==> src/rtl/meteo_disp_mux.sv <==
// Display front-end for the meteo station: picks one measurement channel (manual or timed rotation),
// converts it to BCD by sequential double-dabble and drives active-low 7-segment digits.
module meteo_disp_mux #(
    parameter int NCH   = 3,
    parameter int SELW  = 2,
    parameter int W     = 32,
    parameter int NDIG  = 6,
    parameter int DWELL = 100000000
) (
    input  logic              Clk,
    input  logic              Rst,
    input  logic [NCH*W-1:0]  Values_i,
    input  logic [NCH-1:0]    Valid_i,
    input  logic              Auto_i,
    input  logic [SELW-1:0]   Sel_i,
    input  logic              Blank_i,
    output logic [NDIG*7-1:0] Dec_o,
    output logic [SELW-1:0]   Ch_o,
    output logic              Overflow_o,
    output logic              Busy_o
);

    localparam int DCW = (DWELL > 1) ? $clog2(DWELL) : 1;
    localparam int IW  = $clog2(W + 1);
    localparam int BW  = 4 * NDIG;
    localparam logic [SELW:0]   NCH_L   = (SELW + 1)'(NCH);
    localparam logic [SELW-1:0] LAST_CH = SELW'(NCH - 1);

    typedef enum logic [1:0] {S_IDLE, S_SHIFT, S_COMMIT} state_t;

    state_t             state_q, state_d;
    logic [SELW-1:0]    ch_q, ch_next;
    logic [DCW-1:0]     dwell_q, dwell_d;
    logic               auto_q;
    logic               init_q;
    logic               pending_q;
    logic [W-1:0]       opnd_q;
    logic [BW-1:0]      bcd_q, bcd_adj;
    logic               ovf_q;
    logic [IW-1:0]      iter_q;
    logic [NDIG*7-1:0]  dec_q, dec_enc;
    logic               ovf_out_q;
    logic               ch_change, valid_hit, load;
    logic               busy, do_iter, do_commit;
    logic               lead;
    logic [3:0]         digit;

    function automatic logic [6:0] seg7(input logic [3:0] v);
        case (v)
            4'd0:    seg7 = 7'b1000000;
            4'd1:    seg7 = 7'b1111001;
            4'd2:    seg7 = 7'b0100100;
            4'd3:    seg7 = 7'b0110000;
            4'd4:    seg7 = 7'b0011001;
            4'd5:    seg7 = 7'b0010010;
            4'd6:    seg7 = 7'b0000010;
            4'd7:    seg7 = 7'b1111000;
            4'd8:    seg7 = 7'b0000000;
            4'd9:    seg7 = 7'b0010000;
            default: seg7 = 7'h7F;
        endcase
    endfunction

    // Channel selection; the dwell counter only runs once auto mode has been seen for a full cycle,
    // so enabling rotation always starts a fresh DWELL period on the current channel.
    always_comb begin
        ch_next = ch_q;
        dwell_d = dwell_q;
        if (!Auto_i) begin
            dwell_d = '0;
            if ({1'b0, Sel_i} < NCH_L)
                ch_next = Sel_i;
        end else if (!auto_q) begin
            dwell_d = '0;
        end else if (dwell_q == DCW'(DWELL - 1)) begin
            dwell_d = '0;
            ch_next = (ch_q == LAST_CH) ? '0 : ch_q + SELW'(1);
        end else begin
            dwell_d = dwell_q + DCW'(1);
        end
    end

    assign ch_change = (ch_next != ch_q);
    assign valid_hit = Valid_i[ch_q];
    assign load      = init_q | ch_change | ((state_q == S_IDLE) & (valid_hit | pending_q));

    always_ff @(posedge Clk) begin
        if (Rst)
            state_q <= S_IDLE;
        else
            state_q <= state_d;
    end

    always_comb begin
        state_d = state_q;
        if (load) begin
            state_d = S_SHIFT;
        end else begin
            case (state_q)
                S_SHIFT:  if (iter_q == IW'(W - 1)) state_d = S_COMMIT;
                S_COMMIT: state_d = S_IDLE;
                default:  state_d = S_IDLE;
            endcase
        end
    end

    // A reload on the same edge always wins over an iteration or a commit.
    always_comb begin
        busy      = 1'b0;
        do_iter   = 1'b0;
        do_commit = 1'b0;
        case (state_q)
            S_SHIFT: begin
                busy    = 1'b1;
                do_iter = ~load;
            end
            S_COMMIT: begin
                busy      = 1'b1;
                do_commit = ~load;
            end
            default: ;
        endcase
    end

    always_comb begin
        bcd_adj = '0;
        for (int d = 0; d < NDIG; d++)
            bcd_adj[4*d +: 4] = (bcd_q[4*d +: 4] >= 4'd5) ? bcd_q[4*d +: 4] + 4'd3 : bcd_q[4*d +: 4];
    end

    // Leading-zero blanking walks down from the top digit until the first non-zero one.
    always_comb begin
        dec_enc = '0;
        lead    = Blank_i;
        digit   = '0;
        for (int d = NDIG - 1; d >= 0; d--) begin
            digit = bcd_q[4*d +: 4];
            if (ovf_q) begin
                dec_enc[7*d +: 7] = 7'b0111111;
            end else if (lead && (d != 0) && (digit == 4'd0)) begin
                dec_enc[7*d +: 7] = 7'h7F;
            end else begin
                dec_enc[7*d +: 7] = seg7(digit);
                lead = 1'b0;
            end
        end
    end

    always_ff @(posedge Clk) begin
        if (Rst) begin
            ch_q      <= '0;
            dwell_q   <= '0;
            auto_q    <= 1'b0;
            init_q    <= 1'b1;
            pending_q <= 1'b0;
            opnd_q    <= '0;
            bcd_q     <= '0;
            ovf_q     <= 1'b0;
            iter_q    <= '0;
            dec_q     <= {NDIG{7'h7F}};
            ovf_out_q <= 1'b0;
        end else begin
            ch_q    <= ch_next;
            dwell_q <= dwell_d;
            auto_q  <= Auto_i;
            init_q  <= 1'b0;
            if (load) begin
                opnd_q    <= Values_i[ch_next*W +: W];
                bcd_q     <= '0;
                ovf_q     <= 1'b0;
                iter_q    <= '0;
                pending_q <= 1'b0;
            end else begin
                if (busy && valid_hit)
                    pending_q <= 1'b1;
                if (do_iter) begin
                    opnd_q <= {opnd_q[W-2:0], 1'b0};
                    bcd_q  <= {bcd_adj[BW-2:0], opnd_q[W-1]};
                    ovf_q  <= ovf_q | bcd_adj[BW-1];
                    iter_q <= iter_q + IW'(1);
                end
                if (do_commit) begin
                    dec_q     <= dec_enc;
                    ovf_out_q <= ovf_q;
                end
            end
        end
    end

    assign Dec_o      = dec_q;
    assign Ch_o       = ch_q;
    assign Overflow_o = ovf_out_q;
    assign Busy_o     = busy;

endmodule

==> config.mk <==
export PLATFORM = sky130hd
export DESIGN_NAME = meteo_disp_mux
export DESIGN_NICKNAME = d
export VERILOG_FILES = /design/src/rtl/meteo_disp_mux.sv
export SDC_FILE = /design/constraint.sdc
export NUM_CORES = 1
export LEC_CHECK = 0
export CORE_MARGIN = 3
export CORE_UTILIZATION = 38
export DETAILED_ROUTE_END_ITERATION = 6
export SLEW_MARGIN = 30
export SYNTH_ARGS = -nofsm -noshare
export SYNTH_HDL_FRONTEND = slang
export SYNTH_SLANG_ARGS = --single-unit
==> constraint.sdc <==
create_clock -name Clk -period 3.23 [get_ports Clk]
set_clock_uncertainty 0.05 [all_clocks]
set_input_delay 0.8075 -clock Clk [delete_from_list [all_inputs] [get_ports Clk]]
set_output_delay 0.8075 -clock Clk [all_outputs]
set_load 0.02 [all_outputs]
==> results of run 1 <==
-- cells in the mapped netlist, types with 7 or more instances --
master	instances	area [µm²]
nand3_1	53	265
a211oi_1	11	82.6
nand2b_1	19	119
nand2_1	54	203
dfxtp_1	182	3640
nor2_1	115	432
nor2b_1	13	81.3
buf_2	20	100
mux2i_1	67	671
o21ai_0	71	355
nor3_1	63	315
buf_4	12	90.1
a21oi_1	40	200
ha_1	52	651
or3_1	14	87.6
nand4_1	9	56.3
clkbuf_1	34	128
o221ai_1	17	149
inv_1	48	180
a21o_1	7	52.6
xor2_1	19	166
and3_1	25	156
xnor2_1	27	236
and2_1	18	113
o221ai_2	20	300
-- path summary, 6_finish.rpt --
check,to,slack [ns],start
hold reg to reg,Dec_o[8]$_SDFFE_PP1P_,0.40,register
setup / recovery,register,0.20,Valid_i[1]
hold / removal,Dec_o[8]$_SDFFE_PP1P_,0.40,register
setup reg to reg,register,0.35,dwell_q[0]$_SDFF_PP0_
-- per-layer routing --
layer | part of all wire, % | routed length, µm | vias up
li1 | - | - | 4357
met4 | 0.96 | 231 | 0
met1 | 46 | 11200 | 3914
met3 | 4.2 | 1010 | 16
met5 | 0 | 0 | -
met2 | 49 | 11700 | 151
-- layout make-up --
type                            instances  share of cell area (%)
Clock buffer                           21                    3.60
Timing Repair Buffer                  244                    17.9
Multi-Input combinational cell        812                    44.3
Sequential cell                       182                    28.5
Tap cell                              330                    3.23
Inverter                               48                    1.41
Clock inverter                         10                    1.15
-- what timing repair did --
action	in CTS	in global routing
endpoints found under the setup margin	0	5
resized for setup	0	2
setup buffers	0	0
-- stage by stage --
stage | area [µm²] | TNS, ns | cells | utilization, %
global route | 12800 | 0 | 1647 | 50.5
global placement | 12200 | -4.86 | 1616 | 48.1
finish | 12800 | 0 | 1647 | 50.5
CTS | 12800 | 0 | 1647 | 50.4
floorplan | 9850 | 0 | 1119 | -
detailed placement | 12200 | -6.97 | 1616 | 48.1
-- power by group --
| part | total [mW] | internal [mW] | switching, mW |
|---|---|---|---|
| Clock | 2.16 | 1.26 | 0.900 |
| Sequential | 2.34 | 2.31 | 0.0351 |
| Combinational | 0.631 | 0.321 | 0.310 |
-- worst reg2reg max path: cells and delay by family, from the launching register on --
family,cells,cell delay [ns]
DFF,1,0.37
AOI/OAI and AO/OA,1,0.13
buffers and inverters,3,0.50
and+or+nand+nor,6,1.19
adders and majority gates,2,0.52
-- cell families (layout without fill, tap and decap cells) --
logic type | Yosys count | in the layout | synth area share [%]
AND/OR/NAND/NOR | 414 | 414 | 21.5
buffers and inverters | 125 | 323 | 5.98
AO/OA/AOI/OAI | 233 | 233 | 18.0
adder cells (fa/ha/maj) | 52 | 52 | 6.61
XOR/XNOR | 46 | 46 | 4.09
multiplexers | 67 | 67 | 6.81
flip-flops | 182 | 182 | 37.0
==> flow_metrics.py, run 1 <==
metrics = {
    "run_status": {
        "outcome": "finished clean",
    },
    "routing": {
        "vias_per_cell": 5.12,
        "wl_um": 24100,
        "wl_per_cell_um": 14.7,
        "drt_iter0_markers": 385,
        "route.vias.total": 8438,
        "route.detailed.drc": 0,
        "firstDrtPassIters": 5,
        "drtAntennaViolNets": 0,
    },
    "pwr": {
        "power.density_nw_per_um2": 402,
        "max-vdd-ir-drop_mv": 0.305,
        "power_mw": 5.14,
        "power.leakage_nw": 4.85,
    },
    "synthesis": {
        "synth-edff-count": 0,
        "ys_ff_latch": 182,
        "syn-num-nets": 1276,
        "synthArstFlopShare_pct": 0,
        "yosysWarnings": 0,
        "avgSynthCellArea_um2": 8.80,
        "syn_inst": 1119,
        "synth.cell_area_um2": 9850,
        "yosysSeqAreaShare_pct": 37.0,
        "synth_flop_cell": "dfxtp_1",
        "ys_types": 65,
    },
    "layout": {
        "fillers": 2419,
        "multiInputGateArea_um2": 5660,
        "final_common_cell": "dfxtp_1",
        "drive_gt1_share_pct": 13.4,
        "diodes": 0,
        "register_area_um2": 3640,
        "final_cell_mix": "182 x dfxtp_1, 150 x clkdlybuf4s50_1, 115 x nor2_1, 88 x buf_4, 71 x o21ai_0",
        "final_nets": 1462,
        "syn_to_final_growth_pct": 29.8,
    },
    "run": {
        "max_cap_violations": 0,
    },
    "setup_path": {
        "cp_max_fo": 13,
        "start_kind": "primary input",
        "path_common_cell": "nor2_1",
        "cp_top_family": "compound AO/OA/AOI/OAI gates",
        "worstPathArrival_ns": 3.31,
        "cp.depth": 12,
        "worstSetupPathType": "primary input to register",
        "worstPathRequired_ns": 3.52,
        "slowest_delay_ns": 0.40,
        "end_kind": "register",
        "worstPathCellList": "clkdlybuf4s50_1, mux2i_1, o211ai_1, buf_4, a32oi_4, nand3_4, a21oi_1, nor2_1, ha_1, nor2_1, a211oi_1, a311oi_1",
        "cpMaxStageDelayCell": "clkdlybuf4s50_1",
        "worst-path-buf-inv": 2,
        "r2r_cells": 12,
    },
    "sta": {
        "fmax_mhz": 330,
        "fin_crit_sh_pct": 93.7,
        "worst_slack_ns": 0.204,
        "period_needed_ns": 3.03,
        "slew_viol_final": 0,
        "grt_setup_unrepaired": "no",
        "hold_violations": 0,
        "hold_slack_ns": 0.401,
        "setup_violations": 0,
        "slew_headroom_pct": 60.8,
        "worstMarginPinSlew_ns": 0.587,
    },
    "global_routing": {
        "grtUsageMet3_pct": 3.73,
        "met1_usage_pct": 21.9,
        "top_usage_layer": "met2",
        "globalRouteTotalUtil_pct": 17.2,
        "grt_pass1_vias": 8109,
        "antenna_found_initial": 1,
        "grt_pass1_wl_um": 40100,
        "grt_max_degree": 46,
        "met2_usage_pct": 30.0,
        "grt_overflow_total": 0,
    },
    "clocking": {
        "clk_latency_ns": 0.42,
        "cts.sinks": 182,
        "numCtsBuffers": 17,
        "clkTransAtPathRegs_ns": 0.07,
        "cts_buffer_depth": 2,
        "cts_root_buf": "clkbuf_16",
        "postCtsHoldBufs": 0,
        "htreeDepth": 4,
        "cts_tree": "done",
    },
    "placed_design": {
        "place_ws_ns": -0.279,
        "dpl.hpwl_um": 17800,
        "place.gp.congestion": 0.835,
        "numPortBuffers": 150,
    },
    "hold_path": {
        "hold_path.class": "register to register",
        "holdPathStages": 1,
    },
    "floorplanning": {
        "chipWidth_um": 167,
        "row_count": 58,
        "die_y_um": 167,
        "io_pins": 151,
        "core_area_um2": 25300,
        "die_area_um2": 27900,
        "start_util_pct": 38.9,
    },
}
Note: power is estimated with default switching activity, not from simulation.
==> run 2: changes to the inputs <==
Settings changed: CTS_BUF_LIST from default to sky130_fd_sc_hd__clkbuf_16, HOLD_SLACK_MARGIN from default to 0.02.
==> run 2 against run 1 <==
Total power shrank 1.1%. Clock-buffer cell count down 4. Register-to-register slack barely moved. Via count grew 0.41%. First-iteration DRC count is 3.9% higher. Core utilization shrank 0.079 points. Critical path depth is the same. Routed wire length grew 0.17%. Worst hold slack worse by 0.0012 ns. Global-route usage about the same. Die area unchanged. Maximum frequency down 0.25%. Highest routed layer unchanged.
==> flow_metrics.py, run 2 (synthesized netlist as in run 1, its figures left out) <==
metrics = {
    "pwr": {
        "power.leakage_nw": 4.85,
        "power.density_nw_per_um2": 398,
        "power_frac_clock_pct": 41.5,
        "p_sw_mw": 1.24,
        "sequentialPowerShare_pct": 46.1,
        "cellInternalPower_mw": 3.84,
        "max-vdd-ir-drop_mv": 0.305,
        "pwr-share-comb_pct": 12.4,
        "switching_share_pct": 24.5,
    },
    "routing": {
        "vias_per_cell": 5.14,
        "wl_um": 24200,
        "drt_iter0_markers": 400,
        "route.detailed.drc": 0,
        "route.vias.total": 8473,
        "wl_per_cell_um": 14.7,
        "drtAntennaViolNets": 0,
        "firstDrtPassIters": 5,
    },
    "clocking": {
        "cts_setup_buffers": 0,
        "cts_tree": "done",
        "cts.sinks": 182,
        "numCtsBuffers": 17,
        "postCtsHoldBufs": 0,
        "htreeDepth": 4,
        "cts_root_buf": "clkbuf_16",
        "cts_buffer_depth": 2,
        "post_cts_resize_count": 0,
        "clk_latency_ns": 0.42,
        "clkTransAtPathRegs_ns": 0.07,
    },
    "run_status": {
        "outcome": "finished clean",
    },
    "layout": {
        "final_nets": 1462,
        "syn_to_final_growth_pct": 29.6,
        "drive_gt1_share_pct": 13.3,
        "final_common_cell": "dfxtp_1",
        "final_cell_mix": "182 x dfxtp_1, 150 x clkdlybuf4s50_1, 115 x nor2_1, 88 x buf_4, 71 x o21ai_0",
        "diodes": 0,
        "finalNonFillerCells": 1647,
    },
    "floorplanning": {
        "start_util_pct": 38.9,
        "row_count": 58,
        "io_pins": 151,
        "die_area_um2": 27900,
        "die_y_um": 167,
        "chipWidth_um": 167,
        "core_area_um2": 25300,
    },
    "setup_path": {
        "start_kind": "primary input",
        "worstPathRequired_ns": 3.52,
        "end_kind": "register",
        "worstSetupPathType": "primary input to register",
        "worstPathArrival_ns": 3.32,
        "reg2reg_slack_ns": 0.35,
        "cp_max_fo": 13,
    },
    "placed_design": {
        "dp_cells": 1616,
        "dpl.hpwl_um": 17800,
        "place.gp.congestion": 0.835,
        "place_ws_ns": -0.279,
        "numPortBuffers": 150,
    },
    "sta": {
        "period_needed_ns": 3.03,
        "grt_setup_unrepaired": "no",
        "fin_crit_sh_pct": 93.9,
        "setup_violations": 0,
        "hold_slack_ns": 0.400,
        "fin_setup_tns_ns": 0,
        "worst_slack_ns": 0.196,
        "slew_viol_final": 0,
        "slew_headroom_pct": 61.0,
        "worstMarginPinSlew_ns": 0.585,
        "hold_violations": 0,
        "fmax_mhz": 330,
    },
    "global_routing": {
        "met2_usage_pct": 30.0,
        "grt_overflow_total": 0,
        "grt_pass1_wl_um": 40100,
        "grtUsageMet3_pct": 3.73,
        "antenna_found_initial": 1,
        "globalRouteTotalUtil_pct": 17.2,
        "grt_max_degree": 46,
        "grt_pass1_vias": 8114,
        "top_usage_layer": "met2",
        "met1_usage_pct": 21.8,
    },
    "run": {
        "max_cap_violations": 0,
    },
    "hold_path": {
        "hold_path.class": "register to register",
    },
}
## run 2: per-layer routing
metal,wire [µm],vias to the layer above
li1,-,4355
met1,11100,3933
met2,11700,169
met3,1120,16
met4,231,0
met5,0,-
## run 2: cell type report
| class | count | area, µm² |
|---|---|---|
| clock buffer | 17 | 425 |
| clock inverter | 14 | 161 |
| tap | 330 | 413 |
| timing repair buffer | 244 | 2280 |
| inverter | 48 | 180 |
| sequential | 182 | 3640 |
| multi-input combinational | 812 | 5660 |
| fill | 2424 | 12600 |
## run 2: per-stage QoR
step	total power, mW	util (%)	area [µm²]
3_5_place_dp	3.03	48.1	12200
5_1_grt	5.29	50.4	12800
2_1_floorplan	2.75	-	9850
3_3_place_gp	3.02	48.1	12200
6_report	5.08	50.4	12800
4_1_cts	5.14	50.4	12800
## run 2: power groups by stage
| stage | Combinational, mW | Sequential [mW] | Clock (mW) |
|---|---|---|---|
| floorplan | 0.364 | 2.38 | 0 |
| global placement | 0.631 | 2.39 | 0 |
| detailed placement | 0.635 | 2.39 | 0 |
| CTS | 0.637 | 2.34 | 2.16 |
| global route | 0.688 | 2.35 | 2.25 |
| finish | 0.631 | 2.34 | 2.11 |
## run 2: worst paths after layout
check / endpoint / from / depth (start not counted)
setup / recovery: register / Valid_i[1] / 12
hold / removal: Dec_o[8]$_SDFFE_PP1P_ / register / 1
setup reg to reg: register / dwell_q[0]$_SDFF_PP0_ / 12
hold reg to reg: Dec_o[8]$_SDFFE_PP1P_ / register / 1
## run 2: worst max-delay path, cell delays in order
cell	delay [ns]
clkdlybuf4s50_1	0.40
mux2i_1	0.17
o211ai_1	0.14
buf_4	0.17
a32oi_4	0.24
nand3_4	0.25
a21oi_1	0.40
nor2_1	0.12
ha_1	0.23
nor2_1	0.10
a211oi_1	0.05
a311oi_1	0.24
==> run 3: changes to the inputs <==
Settings changed: CORE_UTILIZATION 38 to 49, PLACE_DENSITY from default to 0.76.
==> run 3 against run 2 <==
The run now ends with design-rule violations left. Register-to-register slack about the same. Clock-buffer cell count unchanged. Critical path depth fell by 2. Maximum frequency increased by 0.38%. Clock power fell by 9%. Worst hold slack worse by 0.0024 ns. First-iteration DRC count increased by 31%. Non-clock buffer count is the same. Critical path type unchanged. Combinational power increased by 0.6%. Die area shrank 22%. Routed wire length decreased by 2.1%.
==> flow_metrics.py, run 3 (synthesized netlist as in run 1, its figures left out) <==
metrics = {
    "run_status": {
        "outcome": "finished with violations",
        "violations": "design-rule violations",
    },
    "setup_path": {
        "cpMaxStageDelayCell": "clkdlybuf4s50_1",
        "worstPathCellList": "clkdlybuf4s50_1, nor2b_1, o21ai_1, and3b_1, nand3_4, a21oi_1, nor2_1, ha_1, a211o_1, o21ai_0",
        "cp_max_fo": 13,
        "start_kind": "primary input",
        "worstPathArrival_ns": 3.31,
        "worstSetupPathType": "primary input to register",
        "end_kind": "register",
        "cp_top_family": "compound AO/OA/AOI/OAI gates",
        "slowest_delay_ns": 0.44,
        "worst-path-buf-inv": 1,
        "worstPathRequired_ns": 3.52,
    },
    "sta": {
        "slew_viol_final": 0,
        "grt_setup_unrepaired": "no",
        "slew_headroom_pct": 63.3,
        "hold_violations": 0,
        "fin_crit_sh_pct": 93.6,
        "worstMarginPinSlew_ns": 0.548,
        "period_needed_ns": 3.02,
        "worst_slack_ns": 0.208,
        "setup_violations": 0,
        "fin_setup_tns_ns": 0,
        "fmax_mhz": 331,
    },
    "layout": {
        "fillers": 1638,
        "utilization_pct": 64.3,
        "multiInputGateArea_um2": 5660,
        "register_area_um2": 3640,
        "drive_gt1_share_pct": 13.0,
        "final_cell_mix": "182 x dfxtp_1, 150 x clkdlybuf4s50_1, 115 x nor2_1, 89 x buf_4, 70 x o21ai_0",
        "finalNonFillerCells": 1577,
        "diodes": 0,
        "final_common_cell": "dfxtp_1",
        "stdcell_area_um2": 12600,
        "final_nets": 1462,
        "syn_to_final_growth_pct": 27.9,
    },
    "floorplanning": {
        "chipWidth_um": 148,
        "io_pins": 151,
        "core_area_um2": 19600,
        "start_util_pct": 50.3,
        "die_y_um": 148,
        "die_area_um2": 21800,
        "row_count": 51,
    },
    "clocking": {
        "cts_root_buf": "clkbuf_16",
        "cts.sinks": 182,
        "cts_buffer_depth": 2,
        "cts_setup_buffers": 0,
        "clk_latency_ns": 0.43,
        "cts_tree": "done",
        "clkTransAtPathRegs_ns": 0.06,
        "htreeDepth": 4,
        "numCtsBuffers": 17,
    },
    "pwr": {
        "cellInternalPower_mw": 3.73,
        "max-vdd-ir-drop_mv": 0.272,
        "power_frac_clock_pct": 39.1,
        "switching_share_pct": 23.8,
        "power.density_nw_per_um2": 388,
        "power.leakage_nw": 4.82,
        "pwr-share-comb_pct": 13.0,
        "p_sw_mw": 1.16,
        "sequentialPowerShare_pct": 47.9,
    },
    "global_routing": {
        "grt_pass1_wl_um": 39800,
        "grt_pass1_vias": 8516,
        "antenna_found_initial": 0,
        "grt_max_degree": 36,
        "globalRouteTotalUtil_pct": 21.8,
        "grt_overflow_total": 0,
    },
    "routing": {
        "route.detailed.drc": 1,
        "wl_um": 23700,
        "wl_per_cell_um": 15.0,
        "drt_iter0_markers": 523,
        "vias_per_cell": 5.50,
        "route.vias.total": 8673,
        "firstDrtPassIters": 7,
        "drtAntennaViolNets": 0,
    },
    "hold_path": {
        "hold_path.class": "register to register",
    },
    "placed_design": {
        "place_area_um2": 12100,
        "dpl.hpwl_um": 17300,
        "numPortBuffers": 150,
        "place.gp.congestion": 0.857,
        "place_ws_ns": -0.362,
        "dp_cells": 1551,
    },
    "run": {
        "max_cap_violations": 0,
    },
}
[run 3: area by class of cell]
cell class | count | share of cell area, %
clock buffer | 17 | 3.38
tap | 265 | 2.63
timing repair buffer | 244 | 18.0
clock inverter | 9 | 0.745
multi-input combinational | 812 | 44.9
inverter | 48 | 1.43
sequential | 182 | 28.9
[run 3: per-stage QoR]
step	power, mW	hold slack [ns]
after global placement	3.01	0.378
after global routing	5.09	0.414
after detailed placement	3.02	0.383
after CTS	4.92	0.400
final	4.89	0.398
after floorplan	2.75	0.373
[run 3: final timing paths]
| kind | start | to | slack (ns) | cells past startpoint |
|---|---|---|---|---|
| worst max-delay path | Sel_i[1] | register | 0.21 | 10 |
| worst min register to register | register | Dec_o[11]$_SDFFE_PP1P_ | 0.40 | 1 |
| worst max register to register | dwell_q[0]$_SDFF_PP0_ | register | 0.34 | 12 |
| worst min-delay path | register | Dec_o[11]$_SDFFE_PP1P_ | 0.40 | 1 |
[run 3: what timing repair did]
| item | CTS | global route |
|---|---|---|
| hold buffers | 0 | 0 |
| gates resized for setup | 0 | 3 |
| setup endpoints to repair | 0 | 17 |
[run 3: metal layers]
| metal | vias to the layer above | track usage (%) | routed length (µm) |
|---|---|---|---|
| li1 | 4356 | - | - |
| met1 | 4084 | 27.4 | 10400 |
| met2 | 199 | 37.5 | 11700 |
| met3 | 34 | 4.90 | 1080 |
| met4 | 0 | 6.62 | 435 |
| met5 | - | 0 | 0 |
[run 3: worst register-to-register path, cell delays in order (launching register included)]
cell and delay [ns]:
dfxtp_1 0.39, ha_1 0.28, nand4_2 0.15, nor4_4 0.33
buf_4 0.20, a32oi_4 0.14, and3_1 0.25, buf_12 0.16
and2_1 0.16, inv_1 0.10, ha_1 0.25, a211o_1 0.26
o21ai_0 0.09
[run 3: power groups by stage]
stage               combinational [mW]  sequential, mW  clock [mW]
finish                           0.635            2.34        1.91
global route                     0.690            2.35        2.05
CTS                              0.634            2.34        1.94
detailed placement               0.631            2.39           0
global placement                 0.619            2.39           0
floorplan                        0.364            2.38           0
